==> src/rtl/idex_hazard_unit_if.sv <==
// Interface bundling the ID/EX hazard controller's pipeline-facing signals.
// The pipeline side uses the master modport and the hazard unit uses the slave modport.
// The optional performance counters appear only when HAZARD_PERF_EN is defined.
interface idex_hazard_unit_if #(
  parameter int REG_W = 6
);
  logic             idex_memrd;
  logic             idex_regwrt;
  logic [REG_W-1:0] idex_rd;
  logic [REG_W-1:0] ifid_rs;
  logic [REG_W-1:0] ifid_rt;
  logic             ifid_uses_rt;
  logic             redirect;
  logic             pc_hold;
  logic             ifid_hold;
  logic             idex_bubble;
  logic             ifid_flush;
  logic [1:0]       hz_state;
`ifdef HAZARD_PERF_EN
  logic [15:0]      stall_events;
  logic [15:0]      flush_events;
`endif

  modport master (
    output idex_memrd, idex_regwrt, idex_rd, ifid_rs, ifid_rt, ifid_uses_rt, redirect,
    input  pc_hold, ifid_hold, idex_bubble, ifid_flush, hz_state
`ifdef HAZARD_PERF_EN
    , input stall_events, flush_events
`endif
  );

  modport slave (
    input  idex_memrd, idex_regwrt, idex_rd, ifid_rs, ifid_rt, ifid_uses_rt, redirect,
    output pc_hold, ifid_hold, idex_bubble, ifid_flush, hz_state
`ifdef HAZARD_PERF_EN
    , output stall_events, flush_events
`endif
  );
endinterface

==> src/rtl/idex_hazard_unit.sv <==
// ID/EX hazard controller.
// - Load-use hazards stall the PC and IF/ID and insert bubbles into ID/EX.
// - Taken redirects flush IF/ID and bubble ID/EX for a fixed window.
// - A redirect always wins over a load-use hazard, in every state.
// - Outputs are combinational from the state and the inputs.
// - All outputs are forced low while rst_n is asserted.
// Optional feature macro HAZARD_PERF_EN adds saturating stall and flush event counters.
module idex_hazard_unit #(
  parameter int REG_W        = 6,
  parameter int LOAD_STALL   = 1,
  parameter int FLUSH_CYCLES = 2
) (
  input logic              clk,
  input logic              rst_n,
  idex_hazard_unit_if.slave hz
);

  typedef enum logic [1:0] {
    ST_RUN   = 2'd0,
    ST_STALL = 2'd1,
    ST_FLUSH = 2'd2
  } state_e;

  localparam logic [3:0] STALL_RELOAD = 4'(LOAD_STALL - 1);
  localparam logic [3:0] FLUSH_RELOAD = 4'(FLUSH_CYCLES - 1);
  localparam bit         STALL_MULTI  = (LOAD_STALL > 1);
  localparam bit         FLUSH_MULTI  = (FLUSH_CYCLES > 1);

  state_e     state_q, state_d;
  logic [3:0] cnt_q, cnt_d;
  logic       lu_s;
  logic       pc_hold_s, ifid_hold_s, idex_bubble_s, ifid_flush_s;

  // Load-use detection; register 0 is hardwired and never creates a hazard.
  assign lu_s = hz.idex_memrd & hz.idex_regwrt & (hz.idex_rd != {REG_W{1'b0}}) &
                ((hz.idex_rd == hz.ifid_rs) | (hz.ifid_uses_rt & (hz.idex_rd == hz.ifid_rt)));

  // State and window counter, cleared asynchronously so reset can land mid-stall or mid-flush.
  always_ff @(posedge clk or negedge rst_n) begin
    if (!rst_n) begin
      state_q <= ST_RUN;
      cnt_q   <= 4'd0;
    end else begin
      state_q <= state_d;
      cnt_q   <= cnt_d;
    end
  end

  // Next-state and control outputs; a redirect preempts whatever the FSM was doing.
  always_comb begin
    state_d       = state_q;
    cnt_d         = cnt_q;
    pc_hold_s     = 1'b0;
    ifid_hold_s   = 1'b0;
    idex_bubble_s = 1'b0;
    ifid_flush_s  = 1'b0;
    if (hz.redirect) begin
      ifid_flush_s  = 1'b1;
      idex_bubble_s = 1'b1;
      if (FLUSH_MULTI) begin
        cnt_d   = FLUSH_RELOAD;
        state_d = ST_FLUSH;
      end else begin
        cnt_d   = 4'd0;
        state_d = ST_RUN;
      end
    end else begin
      case (state_q)
        ST_RUN: begin
          if (lu_s) begin
            pc_hold_s     = 1'b1;
            ifid_hold_s   = 1'b1;
            idex_bubble_s = 1'b1;
            if (STALL_MULTI) begin
              cnt_d   = STALL_RELOAD;
              state_d = ST_STALL;
            end else begin
              state_d = ST_RUN;
            end
          end else begin
            state_d = ST_RUN;
          end
        end
        ST_STALL: begin
          pc_hold_s     = 1'b1;
          ifid_hold_s   = 1'b1;
          idex_bubble_s = 1'b1;
          cnt_d         = cnt_q - 4'd1;
          if (cnt_q == 4'd1) begin
            state_d = ST_RUN;
          end else begin
            state_d = ST_STALL;
          end
        end
        ST_FLUSH: begin
          ifid_flush_s  = 1'b1;
          idex_bubble_s = 1'b1;
          cnt_d         = cnt_q - 4'd1;
          if (cnt_q == 4'd1) begin
            state_d = ST_RUN;
          end else begin
            state_d = ST_FLUSH;
          end
        end
        default: begin
          state_d = ST_RUN;
          cnt_d   = 4'd0;
        end
      endcase
    end
  end

  assign hz.pc_hold     = rst_n & pc_hold_s;
  assign hz.ifid_hold   = rst_n & ifid_hold_s;
  assign hz.idex_bubble = rst_n & idex_bubble_s;
  assign hz.ifid_flush  = rst_n & ifid_flush_s;
  assign hz.hz_state    = rst_n ? state_q : ST_RUN;

`ifdef HAZARD_PERF_EN
  logic        stall_start_s;
  logic [15:0] stall_events_q;
  logic [15:0] flush_events_q;

  assign stall_start_s = (state_q == ST_RUN) & ~hz.redirect & lu_s;

  // Saturating event counters for stalls started from RUN and for accepted redirects.
  always_ff @(posedge clk or negedge rst_n) begin
    if (!rst_n) begin
      stall_events_q <= 16'd0;
      flush_events_q <= 16'd0;
    end else begin
      if (stall_start_s && (stall_events_q != 16'hFFFF)) begin
        stall_events_q <= stall_events_q + 16'd1;
      end
      if (hz.redirect && (flush_events_q != 16'hFFFF)) begin
        flush_events_q <= flush_events_q + 16'd1;
      end
    end
  end

  assign hz.stall_events = stall_events_q;
  assign hz.flush_events = flush_events_q;
`endif

endmodule
==> src/flat_wrapper.sv <==
// flat-port wrapper written by rule: the top's interface ports become plain ports
module idex_hazard_unit_flat 
#(
  parameter int REG_W        = 6,
  parameter int LOAD_STALL   = 1,
  parameter int FLUSH_CYCLES = 2
)
  (clk, rst_n, hz_idex_memrd, hz_idex_regwrt, hz_idex_rd, hz_ifid_rs, hz_ifid_rt, hz_ifid_uses_rt, hz_redirect, hz_pc_hold, hz_ifid_hold, hz_idex_bubble, hz_ifid_flush, hz_hz_state);
  idex_hazard_unit_if #(.REG_W(REG_W)) hz_i ();
  input logic clk;
  input logic rst_n;
  input wire logic [$bits(hz_i.idex_memrd)-1:0] hz_idex_memrd;
  input wire logic [$bits(hz_i.idex_regwrt)-1:0] hz_idex_regwrt;
  input wire logic [$bits(hz_i.idex_rd)-1:0] hz_idex_rd;
  input wire logic [$bits(hz_i.ifid_rs)-1:0] hz_ifid_rs;
  input wire logic [$bits(hz_i.ifid_rt)-1:0] hz_ifid_rt;
  input wire logic [$bits(hz_i.ifid_uses_rt)-1:0] hz_ifid_uses_rt;
  input wire logic [$bits(hz_i.redirect)-1:0] hz_redirect;
  output wire logic [$bits(hz_i.pc_hold)-1:0] hz_pc_hold;
  output wire logic [$bits(hz_i.ifid_hold)-1:0] hz_ifid_hold;
  output wire logic [$bits(hz_i.idex_bubble)-1:0] hz_idex_bubble;
  output wire logic [$bits(hz_i.ifid_flush)-1:0] hz_ifid_flush;
  output wire logic [$bits(hz_i.hz_state)-1:0] hz_hz_state;
  assign hz_i.idex_memrd = hz_idex_memrd;
  assign hz_i.idex_regwrt = hz_idex_regwrt;
  assign hz_i.idex_rd = hz_idex_rd;
  assign hz_i.ifid_rs = hz_ifid_rs;
  assign hz_i.ifid_rt = hz_ifid_rt;
  assign hz_i.ifid_uses_rt = hz_ifid_uses_rt;
  assign hz_i.redirect = hz_redirect;
  assign hz_pc_hold = hz_i.pc_hold;
  assign hz_ifid_hold = hz_i.ifid_hold;
  assign hz_idex_bubble = hz_i.idex_bubble;
  assign hz_ifid_flush = hz_i.ifid_flush;
  assign hz_hz_state = hz_i.hz_state;
  idex_hazard_unit #(.REG_W(REG_W), .LOAD_STALL(LOAD_STALL), .FLUSH_CYCLES(FLUSH_CYCLES)) u_core (.clk(clk), .rst_n(rst_n), .hz(hz_i));
endmodule
==> config.mk <==
export PLATFORM = sky130hd
export DESIGN_NAME = idex_hazard_unit_flat
export DESIGN_NICKNAME = d
export VERILOG_FILES = /design/src/rtl/idex_hazard_unit_if.sv /design/src/rtl/idex_hazard_unit.sv /design/src/flat_wrapper.sv
export SDC_FILE = /design/constraint.sdc
export NUM_CORES = 1
export LEC_CHECK = 0
export BUFFER_PORTS_ARGS = -buffer_cell sky130_fd_sc_hd__buf_2
export CAP_MARGIN = 20
export CORE_MARGIN = 2
export CORE_UTILIZATION = 40
export CTS_CLUSTER_DIAMETER = 40
export CTS_CLUSTER_SIZE = 24
export DETAILED_ROUTE_END_ITERATION = 8
export PLACE_DENSITY_LB_ADDON = 0.15
export SYNTH_ARGS = -nofsm -noshare
export SYNTH_HDL_FRONTEND = slang
export SYNTH_SLANG_ARGS = --single-unit
==> constraint.sdc <==
create_clock -name clk -period 1.7 [get_ports clk]
set_input_delay 0.085 -clock clk [delete_from_list [all_inputs] [get_ports clk]]
set_output_delay 0.085 -clock clk [all_outputs]
set_load 0.02 [all_outputs]
After elaboration in Yosys (flattened, before gate mapping):

Index checks and enable logic that the tools add are counted.

* bits in registers: 6
* bits of input ports: 24
* output and inout bits: 6
* logic and storage cells: 34

* add/sub/neg operators: 1
* equal/unequal tests: 6
* muxes and demuxes: 14
* bitwise logic cells: 8
* reductions and logical operators: 3

Operators by type and width (number)
* $eq A6 B6 Y1: 2
* $pmux W4 S2: 1
* $and A1 B1 Y1: 7
* $mux W1: 6
* $mux W2: 3
* $reduce_bool A6 Y1: 1
* $eq A4 B1 Y1 const B: 1
* $mux W4: 1
* $pmux W1 S2: 2
* $pmux W2 S2: 1
* $sub A4 B1 Y4 const B: 1
* $eq A2 B1 Y1 const B: 1
* $eq A2 B2 Y1 const B: 1
* $logic_not A2 Y1: 1
* $ne A2 B2 Y1 const B: 1
* $reduce_or A2 Y1: 1
* $or A1 B1 Y1: 1

Longest topological paths before layout:

Gate-level depths: netlist (run 1).

* depth in word-level cells: 8
* mapped depth: 8
* gate-level depth less buffers: 6

Worst setup path before layout (run 1):

No wires, ideal clock.

* path kind: register to output
* start point: register u_core.state_q[0]
* end point: output hz_pc_hold
* data arrival time: 1.819 ns
* required time: 1.615 ns
* path slack: -0.204 ns
* stages on the path, launching flop included: 9
* buffers on the path: 2
* cell sequence: dfrtp_1 inv_1 ha_1 buf_2 nand3_1 a21oi_1 nand2_1 o21ai_0 buf_4

* cells in the longest elaborated chain, start to end: 4
* elaborated cells on any way between the ends: 5
* those cells by class: 1 x eq/ne; 2 x mux; 1 x bitwise; 1 x reduce/logical

Ends and longest elaborated chain
* start: declaration: line idex_hazard_unit.sv:29 `state_e state_q, state_d;`
* start signal: assignment: line idex_hazard_unit.sv:44 `state_q <= state_d;`
* $eq A2 B1 Y1 or $logic_not A2 Y1 (tied branches)
* $pmux W1 S2 *
* $mux W1 *
* $and A1 B1 Y1 *
* end: declaration: line flat_wrapper.sv:19 `output wire logic [$bits(hz_i.pc_hold)-1:0] hz_pc_hold;`

Every way passes the cells marked *; elsewhere a longest branch is shown, timed or not.

Worst setup path in the final report (run 1):

* start point: register u_core.state_q[0]
* end point: output hz_idex_bubble

* cells in the longest elaborated chain, start to end: 5
* elaborated cells on any way between the ends: 7
* those cells by class: 2 x eq/ne; 2 x mux; 1 x bitwise; 2 x reduce/logical

Ends and longest elaborated chain
* $eq A2 B1 Y1 or $eq A2 B2 Y1 (tied branches): line idex_hazard_unit.sv:68 `case (state_q)`
* $reduce_or A2 Y1 (no line)
* $pmux W1 S2 *: line idex_hazard_unit.sv:68
* $mux W1 *: line idex_hazard_unit.sv:57 `if (hz.redirect) begin`
* $and A1 B1 Y1 *: line idex_hazard_unit.sv:115 `assign hz.idex_bubble = rst_n & idex_bubble_s;`
* end: declaration: line flat_wrapper.sv:21 `output wire logic [$bits(hz_i.idex_bubble)-1:0] hz_idex_bubble;`

Marked as above.

==> results.tsv, run 1 <==
stage	metric	value	unit
setup_path	startpoint types	flop	
synth	Cells after Synth	71	
routing	Routed Antenna Nets	0	
final_layout	Fillers	119	
routing	via count	613	
placed_design	routability cong.	0.746	
worst_hold_path	Hold Crit Start	hz_redirect	
routing	Wirelength per Cell	12.2	um
floorplanning	FP Rows	13	
final_layout	fraction of layout cells with a size suffix above 1	46.8	%
sta	Max-slew headroom	76.8	%
sta	WHS	0.134	ns
routing	drt total wl	1.51	mm
setup_path	worst path arrival time	1.54	ns
synth	Yosys Warn Count	0	
setup_path	CP max-delay cell	dfrtp_1	
routing	Initial DRC Count	2	
cts	Root Driver	clkbuf_4	
final_layout	register area	150	um2
floorplanning	Die Span X	42.6	um
synth	Mean Syn Cell Area	8.41	um2
placed_design	DP Wirelength	1.14	mm
setup_path	CP Class	flop to output pin	
routing	Vias/cell	4.94	
synth	register area share after synthesis	25.2	%
grt	Remaining Overflow, GRT	0	
pwr	leakage	0.434	nW
sta	Final TNS setup	0	ns
setup_path	FF-to-FF End	u_core.cnt_q[3]	
floorplanning	total die area	1820	um2
synth	synth unique cells	28	
final_layout	commonest non-fill, non-tap cells in the layout	buf_2 (28), nor2_1 (9), buf_4 (9)	
grt	largest net degree at the start of global routing	14	
setup_path	R2R Path Start	u_core.state_q[0]	
routing	DR pass1 iterations	2	
final_layout	most common cell after layout, fill and taps aside	buf_2	
setup_path	critical path required time	1.62	ns
setup_path	Register-to-Register Setup Slack	0.21	ns
synth	top_reg_cell synth	dfrtp_1	
synth	async set-reset flop share out of synthesis	100	%
cts	Clock Tree Buf Depth	2	
pwr	power density cells	572	nW/um2
final_layout	multi-input logic area	447	um2
setup_path	ordered list of cells on the worst path	inv_2, ha_4, nand3_2, a21oi_2, nand3b_1, o221ai_2, buf_4	
cts	Worst-path clk slew	0.04	ns
floorplanning	Die Span Y	42.6	um
sta	final hold vios	0	
floorplanning	core box area	1350	um2
grt	global-route wire length before repair	2.28	mm
floorplanning	I/O pin count	30	
sta	RSZ-0062 raised after global routing	true	
worst_hold_path	Worst Hold Class	primary input to flop	
sta	worst slew pin tran	0.345	ns
routing	DRC viols	0	
sta	skew final	0.00120	ns
sta	post-layout min period	1.63	ns
synth	Synth Net Count	101	
grt	Global Route Usage Sum	16.5	%
cts	H-tree depth	1	
cts	Num CTS Buffers	3	
setup_path	Worst setup EP type	output pin	
run_status	status	finished clean	
grt	initial antenna violation count	0	
setup_path	crit-path max FO	4	
cts	TritonCTS clock tree	done	
worst_hold_path	Hold EP	u_core.cnt_q[1]	
setup_path	worst-case reg-to-reg path depth	8	
sta	Final Setup Violations	0	
synth	Post-Synthesis Cell Area	597	um2
sta	Max Fclk	615	MHz
sta	Slew Viols, Final	0	
setup_path	Largest stage delay, worst path	0.42	ns
final_layout	n_diodes	0	
run	Max Cap Viol	0	
cts	worst-skew pair later-pin latency	0.24	ns
synth	Post-synth EDFFs	0	
floorplanning	Initial Util	44.2	%
placed_design	Port-buffer cells	29	
synth	Synth Register Bits	6	
sta	period utilization	95.7	%
worst_hold_path	Hold Path Depth	2	
pwr	worst vdd ir	0.000467	V
cts	CTS sink count	6	
grt	vias in the first global route	542	
final_layout	area delta synth->final	45.9	%
final_layout	Layout Nets	141	
-- kinds of logic after synthesis --
logic type / synth area share (%)
AND/OR/NAND/NOR: 24.1
XOR/XNOR: 17.6
AO/OA/AOI/OAI: 11.5
flip-flops: 25.2
buffers and inverters: 5.24
adder cells (fa/ha/maj): 12.6
multiplexers: 3.77
-- synth_stat cells (2+ instances only) --
cell type	instances	area, um2
and2_1	2	12.5
nor2_1	9	33.8
mux2_2	2	22.5
xor2_1	6	52.6
dfrtp_1	6	150
inv_1	4	15.0
ha_1	6	75.1
a21oi_1	3	15.0
a22oi_1	2	15.0
xnor2_1	6	52.6
nand3_1	2	10.0
nand2_1	7	26.3
-- metal layers --
metal | track usage (%) | part of all wire (%)
met5 | 0 | 0
met4 | 7.50 | 1.5
met3 | 4.31 | 6.4
met2 | 28.5 | 51
met1 | 18.5 | 40
-- through the flow --
stage	area [um2]	total power [W]	utilization, %	instances	setup WS (ns)
final	871	0.000498	64.5	124	0.0732
after global placement	756	0.000338	56.0	113	0.282
after detailed placement	756	0.000343	56.0	113	0.242
after CTS	795	0.000479	58.9	117	0.0124
after global routing	871	0.000540	64.5	124	-0.0354
after floorplan	601	0.000275	-	71	0.126
-- critical path: cells and delay by family (launching register included) --
family                     cells  cell delay (ns)
AOI/OAI and AO/OA              2             0.31
adders and majority gates      1             0.14
buffers and inverters          2             0.26
DFF                            1             0.42
and+or+nand+nor                2             0.16
-- layout make-up --
class | count | share of cell area [%]
Inverter | 4 | 1.72
Tap cell | 15 | 2.16
Multi-Input combinational cell | 58 | 51.3
Clock buffer | 3 | 2.59
Sequential cell | 6 | 17.2
Timing Repair Buffer | 38 | 25.0
-- report_power, final --
group | internal, W | total [W] | switching, W | leakage [nW]
Combinational | 0.000107 | 0.000203 | 0.0000964 | 0.344
Sequential | 0.000155 | 0.000167 | 0.0000118 | 0.0769
Clock | 0.0000797 | 0.000128 | 0.0000486 | 0.0138
-- state kept, by name, summed over array words and instances (netlist names) --
register	flops
u_core.cnt_q	4
u_core.state_q	2
-- what timing repair did --
item                                    4_1_cts  5_1_grt
gates cloned                                  0        0
hold buffers                                  1        0
endpoints found under the setup margin        1        3
endpoints found under the hold margin         6        0
pin swaps                                     0        2
gates resized for setup                       2        6
setup buffers                                 0        7
-- worst max path at each step --
stage | cells past startpoint | startpoint | to | slack, ns
floorplan | 8 | u_core.state_q[0] | hz_pc_hold | 0.13
global placement | 7 | u_core.state_q[0] | hz_idex_bubble | 0.28
detailed placement | 7 | u_core.state_q[0] | hz_idex_bubble | 0.24
CTS | 7 | u_core.state_q[0] | hz_idex_bubble | 0.01
global route | 7 | u_core.state_q[0] | hz_idex_bubble | -0.04
finish | 7 | u_core.state_q[0] | hz_idex_bubble | 0.07
Power figures use the tool's default switching activity.
==> run 2: changes to the inputs <==
==> constraint.sdc (replaced) <==
create_clock -name clk -period 1.9 [get_ports clk]
set_input_delay 0.095 -clock clk [delete_from_list [all_inputs] [get_ports clk]]
set_output_delay 0.095 -clock clk [all_outputs]
set_load 0.02 [all_outputs]
==> run 2 against run 1 <==
  * Die area unchanged
  * Non-clock buffer count down 8
  * Critical endpoint unchanged
  * Cell area down 8.9%
  * Critical path depth unchanged
  * Largest power group unchanged
==> results.tsv, run 2 (synthesis gave the netlist of run 1 again) <==
stage	metric	value	unit
run_status	status	finished clean	
placed_design	pre-CTS worst setup slack	0.239	ns
setup_path	critical path required time	1.80	ns
cts	Root Driver	clkbuf_4	
sta	WHS	0.151	ns
setup_path	Worst setup EP type	output pin	
sta	Max Fclk	570	MHz
pwr	leakage	0.391	nW
floorplanning	total die area	1820	um2
sta	RSZ-0062 raised after global routing	false	
placed_design	DP Wirelength	1.07	mm
floorplanning	Initial Util	44.2	%
final_layout	Top reg by flops	u_core.cnt_q	
final_layout	fraction of layout cells with a size suffix above 1	37.6	%
routing	via count	571	
sta	period utilization	92.3	%
sta	final hold vios	0	
cts	CTS sink count	6	
final_layout	Fillers	126	
cts	setup bufs post-CTS	0	
final_layout	Largest register FFs	4	
setup_path	startpoint types	flop	
floorplanning	FP Rows	13	
final_layout	Layout Nets	133	
pwr	post-route total power	0.000420	W
sta	post-layout min period	1.75	ns
setup_path	CP Class	flop to output pin	
cts	Clock Tree Buf Depth	2	
setup_path	crit-path max FO	9	
sta	Max-slew headroom	76.1	%
pwr	worst vdd ir	0.000332	V
floorplanning	Die Span X	42.6	um
sta	worst slew pin tran	0.355	ns
grt	largest net degree at the start of global routing	14	
worst_hold_path	Worst Hold Class	primary input to flop	
cts	H-tree depth	1	
final_layout	register area	150	um2
sta	skew final	0.00315	ns
routing	DR pass1 iterations	2	
cts	TritonCTS clock tree	done	
cts	worst-skew pair later-pin latency	0.24	ns
placed_design	routability cong.	0.750	
routing	Wirelength per Cell	11.3	um
final_layout	multi-input logic area	432	um2
final_layout	biggest regs	u_core.cnt_q x4, u_core.state_q x2	
grt	initial antenna violation count	0	
pwr	power density cells	530	nW/um2
routing	Vias/cell	4.92	
sta	Final TNS setup	0	ns
final_layout	commonest non-fill, non-tap cells in the layout	buf_2 (29), nor2_1 (9), nand2_1 (7)	
floorplanning	I/O pin count	30	
sta	Slew Viols, Final	0	
routing	Initial DRC Count	5	
final_layout	Core Util, Final	58.8	%
routing	drt total wl	1.31	mm
grt	Global Route Usage Sum	16.0	%
grt	vias in the first global route	551	
run	Max Cap Viol	0	
final_layout	n_diodes	0	
routing	Routed Antenna Nets	0	
setup_path	worst path arrival time	1.66	ns
floorplanning	Die Span Y	42.6	um
sta	Final Setup Violations	0	
cts	Worst-path clk slew	0.04	ns
placed_design	Port-buffer cells	29	
routing	DRC viols	0	
final_layout	area delta synth->final	32.9	%
final_layout	most common cell after layout, fill and taps aside	buf_2	
cts	Num CTS Buffers	3	
sta	Worst Slack Setup Final	0.146	ns
floorplanning	core box area	1350	um2
grt	global-route wire length before repair	2.18	mm
setup_path	Register-to-Register Setup Slack	0.53	ns
grt	Remaining Overflow, GRT	0	
-- run 2: area by class of cell --
type / instances / share of cell area, %
Inverter: 4 / 1.89
Tap cell: 15 / 2.37
Clock buffer: 3 / 2.84
Multi-Input combinational cell: 58 / 54.4
Timing Repair Buffer: 30 / 19.6
Sequential cell: 6 / 18.9
-- run 2: path summary, 6_finish.rpt --
check / cells past startpoint / start / to
worst max-delay path: 7 / u_core.state_q[0] / hz_idex_bubble
worst min-delay path: 2 / hz_redirect / u_core.cnt_q[2]
worst max register to register: 6 / u_core.state_q[0] / u_core.cnt_q[3]
worst min register to register: 2 / u_core.cnt_q[1] / u_core.cnt_q[1]
max in group asynchronous: 2 / rst_n / u_core.cnt_q[0]
min in group asynchronous: 2 / rst_n / u_core.state_q[1]
-- run 2: critical path: stages (launching register included) --
cell and delay [ns]:
dfrtp_1 0.40, inv_1 0.13, ha_4 0.20, nand3_1 0.10
a21oi_2 0.14, nand3b_1 0.09, o221ai_1 0.17, buf_2 0.19
-- run 2: per-stage QoR --
| step | std cells | area, um2 |
|---|---|---|
| detailed placement | 112 | 744 |
| global route | 116 | 793 |
| CTS | 116 | 779 |
| floorplan | 71 | 597 |
| global placement | 112 | 744 |
| finish | 116 | 793 |
-- run 2: report_power, final --
group          total (W)  switching, W  internal [W]  leakage [nW]
clock           0.000110     0.0000392     0.0000710        0.0138
combinational   0.000161     0.0000796     0.0000810         0.301
sequential      0.000150     0.0000110      0.000139        0.0769
-- run 2: metal layers --
metal,part of all wire (%),global-route usage [%]
met1,43,17.6
met2,51,26.7
met3,6.3,3.88
met4,0.46,10.6
met5,0,0
-- run 2: what timing repair did --
item / 4_1_cts / 5_1_grt
hold buffers: 1 / 0
hold endpoints to repair: 6 / 0
pin swaps: 0 / 0
gates resized for setup: 1 / 2
setup endpoints to repair: 1 / 3
==> run 3: changes to the inputs <==
--- a/config.mk
+++ b/config.mk
@@ -12,7 +12,7 @@
 export CTS_CLUSTER_DIAMETER = 40
 export CTS_CLUSTER_SIZE = 24
 export DETAILED_ROUTE_END_ITERATION = 8
-export PLACE_DENSITY_LB_ADDON = 0.15
+export PLACE_DENSITY_LB_ADDON = 0.08
 export SYNTH_ARGS = -nofsm -noshare
 export SYNTH_HDL_FRONTEND = slang
 export SYNTH_SLANG_ARGS = --single-unit
==> run 3 against run 2 <==
  * Fmax up 3.6%
  * Sequential share of layout area down 0.060 points
  * Worst setup slack better by 0.061 ns
  * Global-route usage up 1.5 points
  * Die area unchanged
  * Critical path type unchanged
  * Largest cell class unchanged
  * Highest routed layer unchanged
==> results.tsv, run 3 (synthesis gave the netlist of run 1 again) <==
stage	metric	value	unit
run_status	status	finished clean	
grt	largest net degree at the start of global routing	14	
final_layout	fraction of layout cells with a size suffix above 1	39.6	%
floorplanning	Die Span X	42.6	um
sta	Worst Slack Setup Final	0.208	ns
final_layout	n_diodes	0	
routing	DRC viols	0	
pwr	Sw Share	31.4	%
grt	Remaining Overflow, GRT	0	
grt	Global Route Usage Sum	17.5	%
routing	Initial DRC Count	6	
worst_hold_path	Worst Hold Class	primary input to flop	
final_layout	Layout Nets	133	
pwr	share of power burned in registers	35.2	%
sta	Slew Viols, Final	0	
sta	Final TNS setup	0	ns
sta	post-layout min period	1.69	ns
routing	DR pass1 iterations	4	
grt	global-route wire length before repair	2.39	mm
sta	RSZ-0062 raised after global routing	false	
cts	worst-skew pair later-pin latency	0.24	ns
setup_path	FF-to-FF End	u_core.cnt_q[2]	
run	Max Cap Viol	0	
placed_design	routability cong.	0.791	
sta	Max-slew headroom	76.5	%
pwr	worst vdd ir	0.000342	V
grt	initial antenna violation count	0	
final_layout	Cell Count, Final, Fillers Out	116	
setup_path	crit-path max FO	9	
floorplanning	I/O pin count	30	
sta	Final Setup Violations	0	
setup_path	critical path startpoint	u_core.state_q[0]	
floorplanning	FP Rows	13	
setup_path	Register-to-Register Setup Slack	0.57	ns
floorplanning	Initial Util	44.2	%
sta	Max Fclk	591	MHz
sta	skew final	0.00767	ns
routing	via count	574	
placed_design	Port-buffer cells	29	
cts	Num CTS Buffers	3	
sta	worst slew pin tran	0.350	ns
pwr	internal power	0.000292	W
sta	period utilization	89.1	%
grt	vias in the first global route	575	
floorplanning	Die Span Y	42.6	um
cts	H-tree depth	1	
pwr	leakage	0.391	nW
final_layout	biggest regs	u_core.cnt_q x4, u_core.state_q x2	
setup_path	critical path required time	1.80	ns
pwr	Clk network pwr share	27.2	%
placed_design	pre-CTS worst setup slack	0.249	ns
pwr	post-route total power	0.000425	W
floorplanning	total die area	1820	um2
final_layout	commonest non-fill, non-tap cells in the layout	buf_2 (28), nor2_1 (9), nand2_1 (7)	
cts	Clock Tree Buf Depth	2	
setup_path	R2R Path Start	u_core.state_q[0]	
pwr	power density cells	534	nW/um2
setup_path	startpoint types	flop	
cts	Worst-path clk slew	0.05	ns
final_layout	area delta synth->final	33.3	%
placed_design	DP Wirelength	1.12	mm
pwr	P_sw	0.000133	W
cts	CTS sink count	6	
setup_path	Worst setup EP type	output pin	
placed_design	placed cell count	112	
setup_path	CP Class	flop to output pin	
cts	Root Driver	clkbuf_4	
final_layout	Largest register FFs	4	
setup_path	Largest stage delay, worst path	0.41	ns
sta	final hold vios	0	
routing	Vias/cell	4.95	
routing	Wirelength per Cell	11.6	um
setup_path	worst-case reg-to-reg path depth	6	
final_layout	Top reg by flops	u_core.cnt_q	
setup_path	worst path arrival time	1.60	ns
routing	Routed Antenna Nets	0	
routing	drt total wl	1.35	mm
setup_path	worst setup path endpoint	hz_idex_bubble	
floorplanning	core box area	1350	um2
setup_path	ordered list of cells on the worst path	inv_2, ha_4, nand3_1, a21oi_2, nand3b_1, o221ai_1, buf_4	
setup_path	CP max-delay cell	dfrtp_1	
pwr	Logic pwr share	37.6	%
cts	TritonCTS clock tree	done	
final_layout	most common cell after layout, fill and taps aside	buf_2	
==> run 3: cell counts in the layout (fill, tap and decap cells not counted) <==
No cell type changed its count.
==> run 3: final cells by class <==
type / instances / area [um2]
repair buffers: 30 / 158
clock buffers: 3 / 22.5
multi-input cells: 58 / 432
well taps: 15 / 18.8
inverters: 4 / 15.0
flip-flops and latches: 6 / 150
fillers: 127 / 554
==> run 3: how the worst min path moves through the flow <==
| stage | from | to | slack (ns) | depth (start not counted) |
|---|---|---|---|---|
| CTS | hz_redirect | u_core.cnt_q[3] | 0.14 | 2 |
| floorplan | rst_n | u_core.cnt_q[0] | -0.20 | 0 |
| finish | hz_redirect | u_core.cnt_q[3] | 0.14 | 2 |
| detailed placement | rst_n | u_core.state_q[0] | -0.04 | 1 |
| global route | hz_redirect | u_core.cnt_q[3] | 0.18 | 2 |
| global placement | rst_n | u_core.state_q[1] | -0.03 | 1 |
==> run 3: repair_timing <==
action,in CTS,in global routing
endpoints found under the hold margin,6,0
hold buffers,1,0
setup buffers,0,0
gates resized for setup,1,5
setup endpoints to repair,1,3
==> run 3: per-layer routing <==
| layer | global-route usage (%) | wire length [um] | vias up |
|---|---|---|---|
| li1 | - | - | 301 |
| met1 | 22.1 | 594 | 247 |
| met2 | 26.4 | 620 | 22 |
| met3 | 6.03 | 105 | 4 |
| met4 | 8.13 | 26 | 0 |
| met5 | 0 | 0 | - |
==> run 3: through the flow <==
| step | utilization [%] | hold WS [ns] | area (um2) |
|---|---|---|---|
| 5_1_grt | 58.9 | 0.176 | 796 |
| 4_1_cts | 57.7 | 0.139 | 779 |
| 3_3_place_gp | 55.1 | -0.0339 | 744 |
| 3_5_place_dp | 55.1 | -0.0377 | 744 |
| 6_report | 58.9 | 0.144 | 796 |
| 2_1_floorplan | - | -0.201 | 597 |
==> run 3: worst max-delay path, delay by kind of cell, from the launching register on <==
kind,cells,cell delay (ns)
buf+inv,2,0.27
compound gates,2,0.31
fa+ha+maj,1,0.18
simple gates,2,0.17
flops,1,0.41
==> run 3: power by group through the flow <==
stage          Sequential, W  Combinational (W)  Clock, W
2_1_floorplan       0.000149          0.0000973         0
3_3_place_gp        0.000151           0.000149         0
3_5_place_dp        0.000151           0.000150         0
4_1_cts             0.000149           0.000154  0.000119
5_1_grt             0.000152           0.000180  0.000127
6_report            0.000150           0.000160  0.000115
